## src/rtl/wishbone_timer.sv

```systemverilog
// wishbone_timer
//   Machine-timer style 64-bit counter on a Wishbone slave port, with a
//   prescaler and a level interrupt when mtime >= mtimecmp.
//
//   Registers (word index i_ADDR[4:2]):
//     0 MTIME_LO    1 MTIME_HI (returns shadow captured by the last LO read)
//     2 MTIMECMP_LO 3 MTIMECMP_HI
//     4 CTRL (bit0 EN, bit1 IRQ_EN)   5 PRESCALE   6,7 unmapped (read 0)
//
//   Ports:
//     i_CLK, i_RSTN        clock, asynchronous active-low reset
//     i_ADDR, i_DATA       byte address, write data
//     i_WE, i_SEL          write enable, byte-lane enables
//     i_STB, i_CYC         Wishbone strobe / cycle
//     o_DATA, o_ACK        read data (zero unless acking a read), ack pulse
//     o_IRQ                registered timer interrupt level
module wishbone_timer #(
    parameter int ADDR_WIDTH = 32,
    parameter int DATA_WIDTH = 32
) (
    input  logic                  i_CLK,
    input  logic                  i_RSTN,
    input  logic [ADDR_WIDTH-1:0] i_ADDR,
    input  logic [DATA_WIDTH-1:0] i_DATA,
    output logic [DATA_WIDTH-1:0] o_DATA,
    input  logic                  i_WE,
    input  logic [3:0]            i_SEL,
    input  logic                  i_STB,
    input  logic                  i_CYC,
    output logic                  o_ACK,
    output logic                  o_IRQ
);

    localparam logic [2:0] REG_MTIME_LO    = 3'd0;
    localparam logic [2:0] REG_MTIME_HI    = 3'd1;
    localparam logic [2:0] REG_MTIMECMP_LO = 3'd2;
    localparam logic [2:0] REG_MTIMECMP_HI = 3'd3;
    localparam logic [2:0] REG_CTRL        = 3'd4;
    localparam logic [2:0] REG_PRESCALE    = 3'd5;

    logic [63:0] mtime_reg, mtime_next;
    logic [63:0] mtimecmp_reg;
    logic [1:0]  ctrl_reg;
    logic [31:0] prescale_reg;
    logic [31:0] pre_cnt_reg, pre_cnt_next;
    logic [31:0] hi_shadow_reg;
    logic [31:0] data_reg;
    logic        ack_reg;
    logic        irq_reg;

    logic [2:0]  reg_sel;
    logic        accept;
    logic        wr_en;
    logic        rd_en;
    logic        tick;
    logic [31:0] byte_mask;
    logic [31:0] reg_cur;
    logic [31:0] wdata_merged;
    logic [31:0] read_value;

    // Only address bits [4:2] are decoded; the rest are intentionally ignored.
    logic unused_addr_bits;
    assign unused_addr_bits = ^{i_ADDR[ADDR_WIDTH-1:5], i_ADDR[1:0]};

    assign reg_sel = i_ADDR[4:2];
    // ack_reg gates acceptance so a held strobe is acked every other cycle.
    assign accept  = i_CYC & i_STB & ~ack_reg;
    assign wr_en   = accept & i_WE;
    assign rd_en   = accept & ~i_WE;
    assign tick    = ctrl_reg[0] && (pre_cnt_reg == prescale_reg);

    for (genvar gi = 0; gi < 4; gi++) begin : g_lane
        assign byte_mask[8*gi +: 8] = {8{i_SEL[gi]}};
    end

    // Live value of the addressed register, used as the base of a partial write.
    always_comb begin
        reg_cur = 32'd0;
        case (reg_sel)
            REG_MTIME_LO:    reg_cur = mtime_reg[31:0];
            REG_MTIME_HI:    reg_cur = mtime_reg[63:32];
            REG_MTIMECMP_LO: reg_cur = mtimecmp_reg[31:0];
            REG_MTIMECMP_HI: reg_cur = mtimecmp_reg[63:32];
            REG_CTRL:        reg_cur = {30'd0, ctrl_reg};
            REG_PRESCALE:    reg_cur = prescale_reg;
            default:         reg_cur = 32'd0;
        endcase
    end

    assign wdata_merged = (reg_cur & ~byte_mask) | (i_DATA & byte_mask);

    // MTIME_HI reads come from the shadow so a LO/HI pair is tear-free.
    assign read_value = (reg_sel == REG_MTIME_HI) ? hi_shadow_reg : reg_cur;

    // A bus write to either half replaces this edge's increment entirely.
    always_comb begin
        mtime_next = tick ? mtime_reg + 64'd1 : mtime_reg;
        if (wr_en && reg_sel == REG_MTIME_LO)
            mtime_next = {mtime_reg[63:32], wdata_merged};
        else if (wr_en && reg_sel == REG_MTIME_HI)
            mtime_next = {wdata_merged, mtime_reg[31:0]};
    end

    always_comb begin
        pre_cnt_next = pre_cnt_reg;
        if (wr_en && reg_sel == REG_PRESCALE)
            pre_cnt_next = 32'd0;
        else if (ctrl_reg[0])
            pre_cnt_next = tick ? 32'd0 : pre_cnt_reg + 32'd1;
    end

    always_ff @(posedge i_CLK or negedge i_RSTN) begin
        if (!i_RSTN) begin
            mtime_reg     <= 64'd0;
            mtimecmp_reg  <= {64{1'b1}};
            ctrl_reg      <= 2'd0;
            prescale_reg  <= 32'd0;
            pre_cnt_reg   <= 32'd0;
            hi_shadow_reg <= 32'd0;
            data_reg      <= 32'd0;
            ack_reg       <= 1'b0;
            irq_reg       <= 1'b0;
        end else begin
            mtime_reg   <= mtime_next;
            pre_cnt_reg <= pre_cnt_next;
            ack_reg     <= accept;
            data_reg    <= rd_en ? read_value : 32'd0;
            irq_reg     <= ctrl_reg[1] && (mtime_reg >= mtimecmp_reg);

            if (rd_en && reg_sel == REG_MTIME_LO)
                hi_shadow_reg <= mtime_reg[63:32];

            if (wr_en) begin
                case (reg_sel)
                    REG_MTIMECMP_LO: mtimecmp_reg[31:0]  <= wdata_merged;
                    REG_MTIMECMP_HI: mtimecmp_reg[63:32] <= wdata_merged;
                    REG_CTRL:        ctrl_reg            <= wdata_merged[1:0];
                    REG_PRESCALE:    prescale_reg        <= wdata_merged;
                    default:         ;
                endcase
            end
        end
    end

    assign o_DATA = data_reg;
    assign o_ACK  = ack_reg;
    assign o_IRQ  = irq_reg;

endmodule

```

## config.mk

```make
export PLATFORM = sky130hd
export DESIGN_NAME = wishbone_timer
export DESIGN_NICKNAME = d
export VERILOG_FILES = /design/src/rtl/wishbone_timer.sv
export SDC_FILE = /design/constraint.sdc
export NUM_CORES = 1
export LEC_CHECK = 0
export ABC_CLOCK_PERIOD_IN_PS = 2600
export CAP_MARGIN = 25
export CORE_ASPECT_RATIO = 1.25
export CORE_MARGIN = 2
export CORE_UTILIZATION = 40
export DETAILED_ROUTE_END_ITERATION = 8
export GPL_TIMING_DRIVEN = 0
export PLACE_DENSITY = 0.67
export SYNTH_ARGS = -nofsm -noshare
export SYNTH_HDL_FRONTEND = slang
export SYNTH_SLANG_ARGS = --single-unit
```

## constraint.sdc

```tcl
create_clock -name i_CLK -period 2.6 [get_ports i_CLK]
set_clock_uncertainty 0.05 [all_clocks]
set_input_delay 0.52 -clock i_CLK [delete_from_list [all_inputs] [get_ports i_CLK]]
set_output_delay 0.52 -clock i_CLK [all_outputs]
set_load 0.05 [all_outputs]
```

======== Yosys cells after proc, flatten, opt, wreduce, memory -nomap -nowiden ========
Cells that the tools add are included.
word-level totals
  logic and storage cells ................. 57
  output and inout bits ................... 34
  bits in registers ....................... 260
operators by class
  equal/unequal tests ..................... 7
  mux-type cells .......................... 9
  bitwise operators ....................... 11
  add/sub/neg operators ................... 2
  magnitude comparators ................... 1
  reduce and logical (&&, ||, !) cells .... 16
operators with widths
  operator               count
  $mux 32                6
  $pmux 32 s6            1
  $mux 64                2
  $add 64x1->64 const B  1
  $and 32x32->32         2
  $ge 64x64->1           1
  $add 32x1->32 const B  1
  $eq 32x32->1           1
  $not 32->32            1
  $or 32x32->32          1
  $reduce_and 2->1       6
  $eq 3x2->1 const B     2
  $eq 3x3->1 const B     2
  $logic_and 1x1->1      6
  $reduce_bool 2->1      3
  $and 1x1->1            4
  $eq 3x1->1 const B     1
  $logic_not 3->1        1
  $not 1->1              3
  $ne 2x2->1 const B     1

======== Depth between registers and ports, before layout ========
Gate-level depths: netlist of the first run.
  word-level depth ........................ 6
  mapped depth ............................ 11

======== Worst setup path after synthesis of the first run ========
Ideal clock, no wire load.
  path kind ............................... input to register
  start ................................... in i_ADDR[3]
  end ..................................... reg mtime_reg[58]
  setup slack ............................. 0.134 ns
  cell stages on the path ................. 8
  library setup time ...................... 0.126 ns
  arrival ................................. 2.290 ns
  path through ............................ buf_2 -> buf_2 -> mux4_2 -> a22oi_1 -> nor2_1 -> a21oi_1 -> nor2_1 -> a221o_1
between the ends
  cells in the longest elaborated chain, start to end .. 5
RTL lines
  item                                      line  RTL
  from (decl)                               23    input logic [ADDR_WIDTH-1:0] i_ADDR,
  $eq 3x3->1, or another cell as far along  79    case (reg_sel)
  $pmux 32 s6                               79
  $and 32x32->32                            90    assign wdata_merged = (reg_cur & ~byte_mask) | (i_DATA & byte_mask);
  $or 32x32->32                             90
  $mux 64                                   100   else if (wr_en && reg_sel == REG_MTIME_HI)
  to (signal assigned)                      124   mtime_reg <= mtime_next;
  to (decl)                                 41    logic [63:0] mtime_reg, mtime_next;
Several ways; a longest one is shown, not always the timed one. The select of a mux whose other input is x is not followed.
A chain may end at the register's enable or synchronous reset.

======== Final worst setup path of the first run ========
  start ................................... reg mtime_reg[39]
  end ..................................... reg irq_reg, in the netlist o_IRQ
between the ends
  cells in the longest elaborated chain, start to end .. 2
RTL lines
  item                  line  RTL
  $ge 64x64->1          128   irq_reg <= ctrl_reg[1] && (mtime_reg >= mtimecmp_reg);
  $logic_and 1x1->1     128
  to (signal assigned)  128
  to (decl)             49    logic irq_reg;
No other way between the ends.

==> results of run 1 <==
## worst max-delay path, stage by stage, from the launching register on
cell and delay (ns):
dfrtp_1 0.54, ha_1 0.38, nand4_1 0.27, nor4_2 0.36, clkbuf_4 0.25, o31ai_4 0.12, o31ai_1 0.24, a2111oi_2 0.09
nor2_1 0.28
## report_power, final
part           internal, uW  switching (uW)
combinational          1490            1930
clock                  2380            1780
sequential             4700             843
## cell usage after synthesis (all sizes together), types with 5 or more instances
cell | instances | area (um2)
o31ai | 27 | 203
nor4 | 14 | 121
nand4 | 40 | 250
and4 | 11 | 98.9
nand2 | 241 | 907
xor2 | 21 | 184
a211oi | 11 | 82.6
o211ai | 9 | 67.6
a221o | 11 | 110
buf | 25 | 128
mux2 | 37 | 417
o311ai | 11 | 96.3
o2bb2ai | 5 | 43.8
dfstp | 64 | 1680
a32o | 5 | 50.1
mux2i | 38 | 380
clkbuf | 74 | 279
a21o | 11 | 82.6
and2 | 5 | 31.3
o32a | 7 | 70.1
or2 | 6 | 37.5
mux4 | 19 | 432
and3 | 13 | 81.3
o41ai | 5 | 43.8
xnor2 | 50 | 438
nor2 | 132 | 495
dfrtp | 196 | 4900
or3 | 6 | 37.5
nor3 | 37 | 211
nand2b | 6 | 45.0
ha | 66 | 826
a22oi | 18 | 135
nand3 | 48 | 240
o21ai | 135 | 676
inv | 75 | 282
a21oi | 124 | 621
o21a | 5 | 37.5
## per-layer routing
| metal | track usage (%) | share of wire (%) |
|---|---|---|
| met1 | 38.0 | 36 |
| met3 | 4.55 | 8.8 |
| met5 | 0 | 0 |
| met2 | 49.6 | 47 |
| met4 | 22.6 | 8.3 |
## cells by family after synthesis
family                   after synthesis  synth area share (%)
XOR/XNOR                              71                  4.07
buffers and inverters                175                  4.53
adder cells (fa/ha/maj)               66                  5.41
flip-flops                           260                  43.1
AO/OA/AOI/OAI                        416                  17.0
AND/OR/NAND/NOR                      579                  17.8
multiplexers                          94                  8.05
## per-stage QoR
step                total power [uW]  setup slack [ns]  TNS [ns]  cells  hold WS (ns)
CTS                            12800           -0.0665   -0.0725   2327         0.434
global placement                8250            -10.31  -2777.63   2229         0.413
finish                         13100            -0.104    -0.384   2351         0.433
floorplan                       7100             0.134         0   1661         0.174
global route                   13700           -0.0880     -1.13   2351         0.462
detailed placement              8360             -2.02   -331.32   2232         0.420
## worst min-delay path by stage
stage | start | to | slack, ns | cells past startpoint
after global routing | mtimecmp_reg[22] | mtimecmp_reg[22] | 0.46 | 2
after CTS | hi_shadow_reg[18] | hi_shadow_reg[18] | 0.43 | 2
after floorplan | i_RSTN | ctrl_reg[0] | 0.17 | 0
after detailed placement | hi_shadow_reg[18] | hi_shadow_reg[18] | 0.42 | 2
after global placement | o_ACK | o_ACK | 0.41 | 1
final | hi_shadow_reg[18] | hi_shadow_reg[18] | 0.43 | 2
## final cells by class
type                       count  area [um2]
buffer                        95         613
clock buffer                  39         813
clock inverter                14         128
fill                        3432       18500
inverter                      76         287
multi-input combinational   1226        8940
sequential                   260        6610
tap                          492         616
timing repair buffer         149        1440
## timing repair
action	4_1_cts	5_1_grt
endpoints found under the hold margin	49	0
setup buffers	40	23
pin swaps	22	47
setup endpoints to repair	241	167
hold buffers	1	0
gates cloned	2	3
resized for setup	212	103
==> out/results.tsv, run 1 <==
stage	metric	value	unit
clock_network	Clock Latency Late Sink	0.57	ns
grt	first-pass GRT wire length	91000	um
clock_network	TritonCTS clock tree	built	
route	WL/cell	26.7	um
yosys	Post-synth EDFFs	0	
timing	Final Hold Viols	0	
setup_path	Crit Path Class	reg -> reg	
setup_path	Setup crit end	o_IRQ	
setup_path	critical path peak fanout	6	
route	vias	14700	
run_status	outcome	finished with violations	
power	leakage power	0.00803	uW
timing	Peak Freq	370	MHz
place	IO buf count	76	
run_status	failing checks	setup timing	
die	Starting Density	40.2	%
final_layout	Diodes inserted	0	
final_layout	NumNets Final	1976	
final_layout	Area Growth Syn to Fin	27.4	%
setup_path	worst setup path start	mtime_reg[39]	
route	Pre-antenna DRT Iters	6	
clock_network	Clock H-tree levels	1	
setup_path	Worst Setup End Kind	register	
yosys	Post-Synthesis Cells	1661	
setup_path	Worst Reg-to-Reg Cells	8	
timing	max_slew headroom	42.1	%
power	P per Cell Area	675	nW/um2
final_layout	final instance area	19400	um2
setup_path	reg-to-reg endpoint	o_IRQ	
setup_path	Critical Path RT	3.00	ns
die	Core Rows	80	
yosys	#FFs+latches synth	260	
yosys	average size of a mapped cell	9.19	um2
die	io pins	107	
route	Residual DRC	0	
route	Post-DRT Antenna Nets	0	
final_layout	most frequent cells in the layout	nand2_1, dfrtp_1, o21ai_0	
place	RD Place Congestion	1.01	
setup_path	CP arrival	3.11	ns
worst_hold_path	Min-Delay Path Class	reg -> reg	
yosys	Post-Syn Area	15300	um2
grt	largest net degree at the start of global routing	118	
route	drt via density	6.24	
place	Final HPWL DP	45800	um
yosys	asr flop ratio synth	100	%
setup_path	register-to-register setup slack	-0.10	ns
yosys	main flop type after synthesis	dfrtp_1	
route	final WL	62800	um
die	Die X	179	um
timing	setup ws final	-0.104	ns
clock_network	Reg clk slew, reported paths	0.06	ns
clock_network	Num CTS Buffers	29	
timing	period utilization	104	%
final_layout	Final Util	51.3	%
route	initial DRC count	1630	
clock_network	clock root buffer master	clkbuf_16	
yosys	Synth Warn #	0	
grt	Congestion Overflow GR	0	
timing	worst slew pin tran	0.869	ns
grt	antenna violations before repair	0	
flow_run	maxcap violations	0	
yosys	syn nets	1800	
timing	fin. max-slew vios	0	
timing	RSZ-0062 raised after global routing	yes	
timing	min Tclk post-route	2.70	ns
place	area post-placement	16700	um2
power	VDD IR max	0.394	mV
setup_path	r2r startpoint	mtime_reg[39]	
clock_network	clk sinks	260	
final_layout	ratio of cells with drive above 1 in the final layout	23.9	%
die	die height	222	um
yosys	Unique masters post-synth	78	
yosys	sequential area share after synthesis	43.1	%
clock_network	Max Buffers Root-to-Sink	3	
setup_path	Critical Path Start Type	register	
final_layout	commonest non-fill, non-tap cell in the layout	nand2_1	
grt	gr usage total	31.1	%
die	core box area	37900	um2
grt	vias in the first global route	14300	
timing	Setup Viol. Count Final	16	
die	die area	39800	um2
Power figures use the tool's default switching activity.
==> run 2: changes to the inputs <==
- CORE_ASPECT_RATIO: 1.25 -> not set
==> out/results.tsv, run 2 (synthesis gave the netlist of run 1 again) <==
stage	metric	value	unit	change
setup_path	Worst Setup End Kind	register		
clock_network	TritonCTS clock tree	built		
grt	largest net degree at the start of global routing	101		-14%
setup_path	Critical Path RT	3.04	ns	+0.04 ns
place	Cells after DPL	2250		+0.81%
final_layout	ratio of cells with drive above 1 in the final layout	24.9	%	+1.0 points
run_status	failing checks	setup timing		
die	die area	39800	um2	about the same
die	core box area	37700	um2	-0.71%
place	RD Place Congestion	1.01		-0.51%
grt	vias in the first global route	14000		-2.3%
final_layout	most frequent cells in the layout	nand2_1, dfrtp_1, o21ai_0		
place	IO buf count	76		unchanged
route	Post-DRT Antenna Nets	0		unchanged
grt	gr usage total	30.5	%	-0.58 points
setup_path	Crit Path Class	reg -> reg		
timing	worst hold slack	0.427	ns	-0.00564 ns
setup_path	CP arrival	3.12	ns	about the same
clock_network	Max Buffers Root-to-Sink	3		unchanged
die	Starting Density	40.5	%	+0.29 points
final_layout	commonest non-fill, non-tap cell in the layout	nand2_1		
timing	worst slew pin tran	0.927	ns	+0.0584 ns
route	drt via density	6.21		-0.48%
route	DRT met1 WL	23100	um	+2.1%
final_layout	Area Growth Syn to Fin	28.7	%	
grt	antenna violations before repair	0		unchanged
route	WL/cell	25.8	um	-3.6%
route	final WL	61200	um	-2.7%
route	initial DRC count	1521		-6.7%
timing	Final Hold Viols	0		unchanged
final_layout	Diodes inserted	0		unchanged
clock_network	Clock Latency Late Sink	0.58	ns	about the same
clock_network	clock root buffer master	clkbuf_16		
grt	first-pass GRT wire length	89200	um	-2.0%
final_layout	NumNets Final	1978		+0.10%
setup_path	Critical Path Start Type	register		
final_layout	final instance count without filler cells	2374		+0.98%
run_status	outcome	finished with violations		
die	Die X	199	um	+12%
power	leakage power	0.00803	uW	about the same
flow_run	maxcap violations	0		unchanged
timing	min Tclk post-route	2.67	ns	-0.0289 ns
route	Residual DRC	0		unchanged
timing	Setup Viol. Count Final	4		-12
route	wire length on met3	6660	um	+21%
timing	period utilization	103	%	-1.1 points
power	total power	13500	uW	+3.0%
route	Met2 Routed Length	27800	um	-5.7%
worst_hold_path	Min-Delay Path Class	reg -> reg		
timing	max_slew headroom	38.2	%	-3.9 points
route	vias	14700		+0.49%
clock_network	Num CTS Buffers	31		+6.9%
die	io pins	107		unchanged
die	Core Rows	71		-11%
power	P per Cell Area	688	nW/um2	+1.9%
timing	Peak Freq	374	MHz	+1.1%
route	Pre-antenna DRT Iters	6		unchanged
setup_path	critical path peak fanout	8		+2
die	die height	199	um	-10%
grt	Congestion Overflow GR	0		unchanged
power	VDD IR max	0.534	mV	+35%
clock_network	Clock H-tree levels	1		unchanged
timing	fin. max-slew vios	0		unchanged
route	Top Layer Used	met4		
clock_network	Reg clk slew, reported paths	0.07	ns	about the same
clock_network	clk sinks	260		unchanged
timing	RSZ-0062 raised after global routing	yes		
place	Final HPWL DP	45000	um	-1.9%
timing	setup TNS	-0.167	ns	+0.216 ns
timing	setup ws final	-0.0746	ns	+0.0289 ns
run 2: cell count changes in the layout (fill, tap and decap cells not counted), moves of 5 or more:
cell / delta
o31ai_1: -6
o31ai_2: +6
buf_4: +5
mux2i_1: -5
o311ai_1: -5
o311ai_2: +5
run 2: layout make-up:
class / instances / area [um2]
well taps: 511 / 639
flip-flops and latches: 260 / 6610
plain buffers: 95 / 594
multi-input cells: 1226 / 9040
clock inverters: 10 / 104
clock buffers: 47 / 946
inverters: 76 / 287
repair buffers: 149 / 1430
fillers: 3413 / 18000
run 2: critical path, cell delays in order, from the launching register on:
cell	delay (ns)
dfrtp_1	0.54
ha_1	0.38
nand4_1	0.30
nor4_4	0.54
o31ai_2	0.21
o31ai_1	0.25
a2111oi_4	0.10
nor2_2	0.21
run 2: repair_timing:
item | in CTS | in global routing
gates resized for setup | 210 | 130
endpoints found under the hold margin | 57 | 0
setup endpoints to repair | 241 | 118
hold buffers | 1 | 0
pin swaps | 27 | 33
cloned | 2 | 1
buffers inserted | 41 | 26
run 2: final timing paths:
path	endpoint	cells past startpoint	startpoint	slack, ns
min in group asynchronous	pre_cnt_reg[10]	2	i_RSTN	0.53
max in group asynchronous	mtimecmp_reg[27]	3	i_RSTN	1.04
max	o_IRQ	7	mtime_reg[38]	-0.07
min reg2reg	hi_shadow_reg[18]	2	hi_shadow_reg[18]	0.43
max reg2reg	o_IRQ	7	mtime_reg[38]	-0.07
min	hi_shadow_reg[18]	2	hi_shadow_reg[18]	0.43
run 2: metrics by stage:
step | utilization [%] | setup WS [ns] | instance area [um2]
after global placement | 44.3 | -10.26 | 16700
after CTS | 50.3 | -0.106 | 19000
after global routing | 52.2 | -0.164 | 19700
after detailed placement | 44.4 | -1.83 | 16700
after floorplan | - | 0.134 | 15300
final | 52.2 | -0.0746 | 19700
run 2: routing by layer:
metal / up-vias / track usage (%)
met4: 0 / 16.2
met2: 924 / 48.7
li1: 6342 / -
met3: 225 / 6.18
met5: - / 0
met1: 7250 / 39.0
run 2: report_power, final:
| part | switching (uW) | leakage [uW] | internal (uW) |
|---|---|---|---|
| registers | 844 | 0.00319 | 4700 |
| logic | 1960 | 0.00432 | 1530 |
| clock network | 1810 | 0.000517 | 2680 |
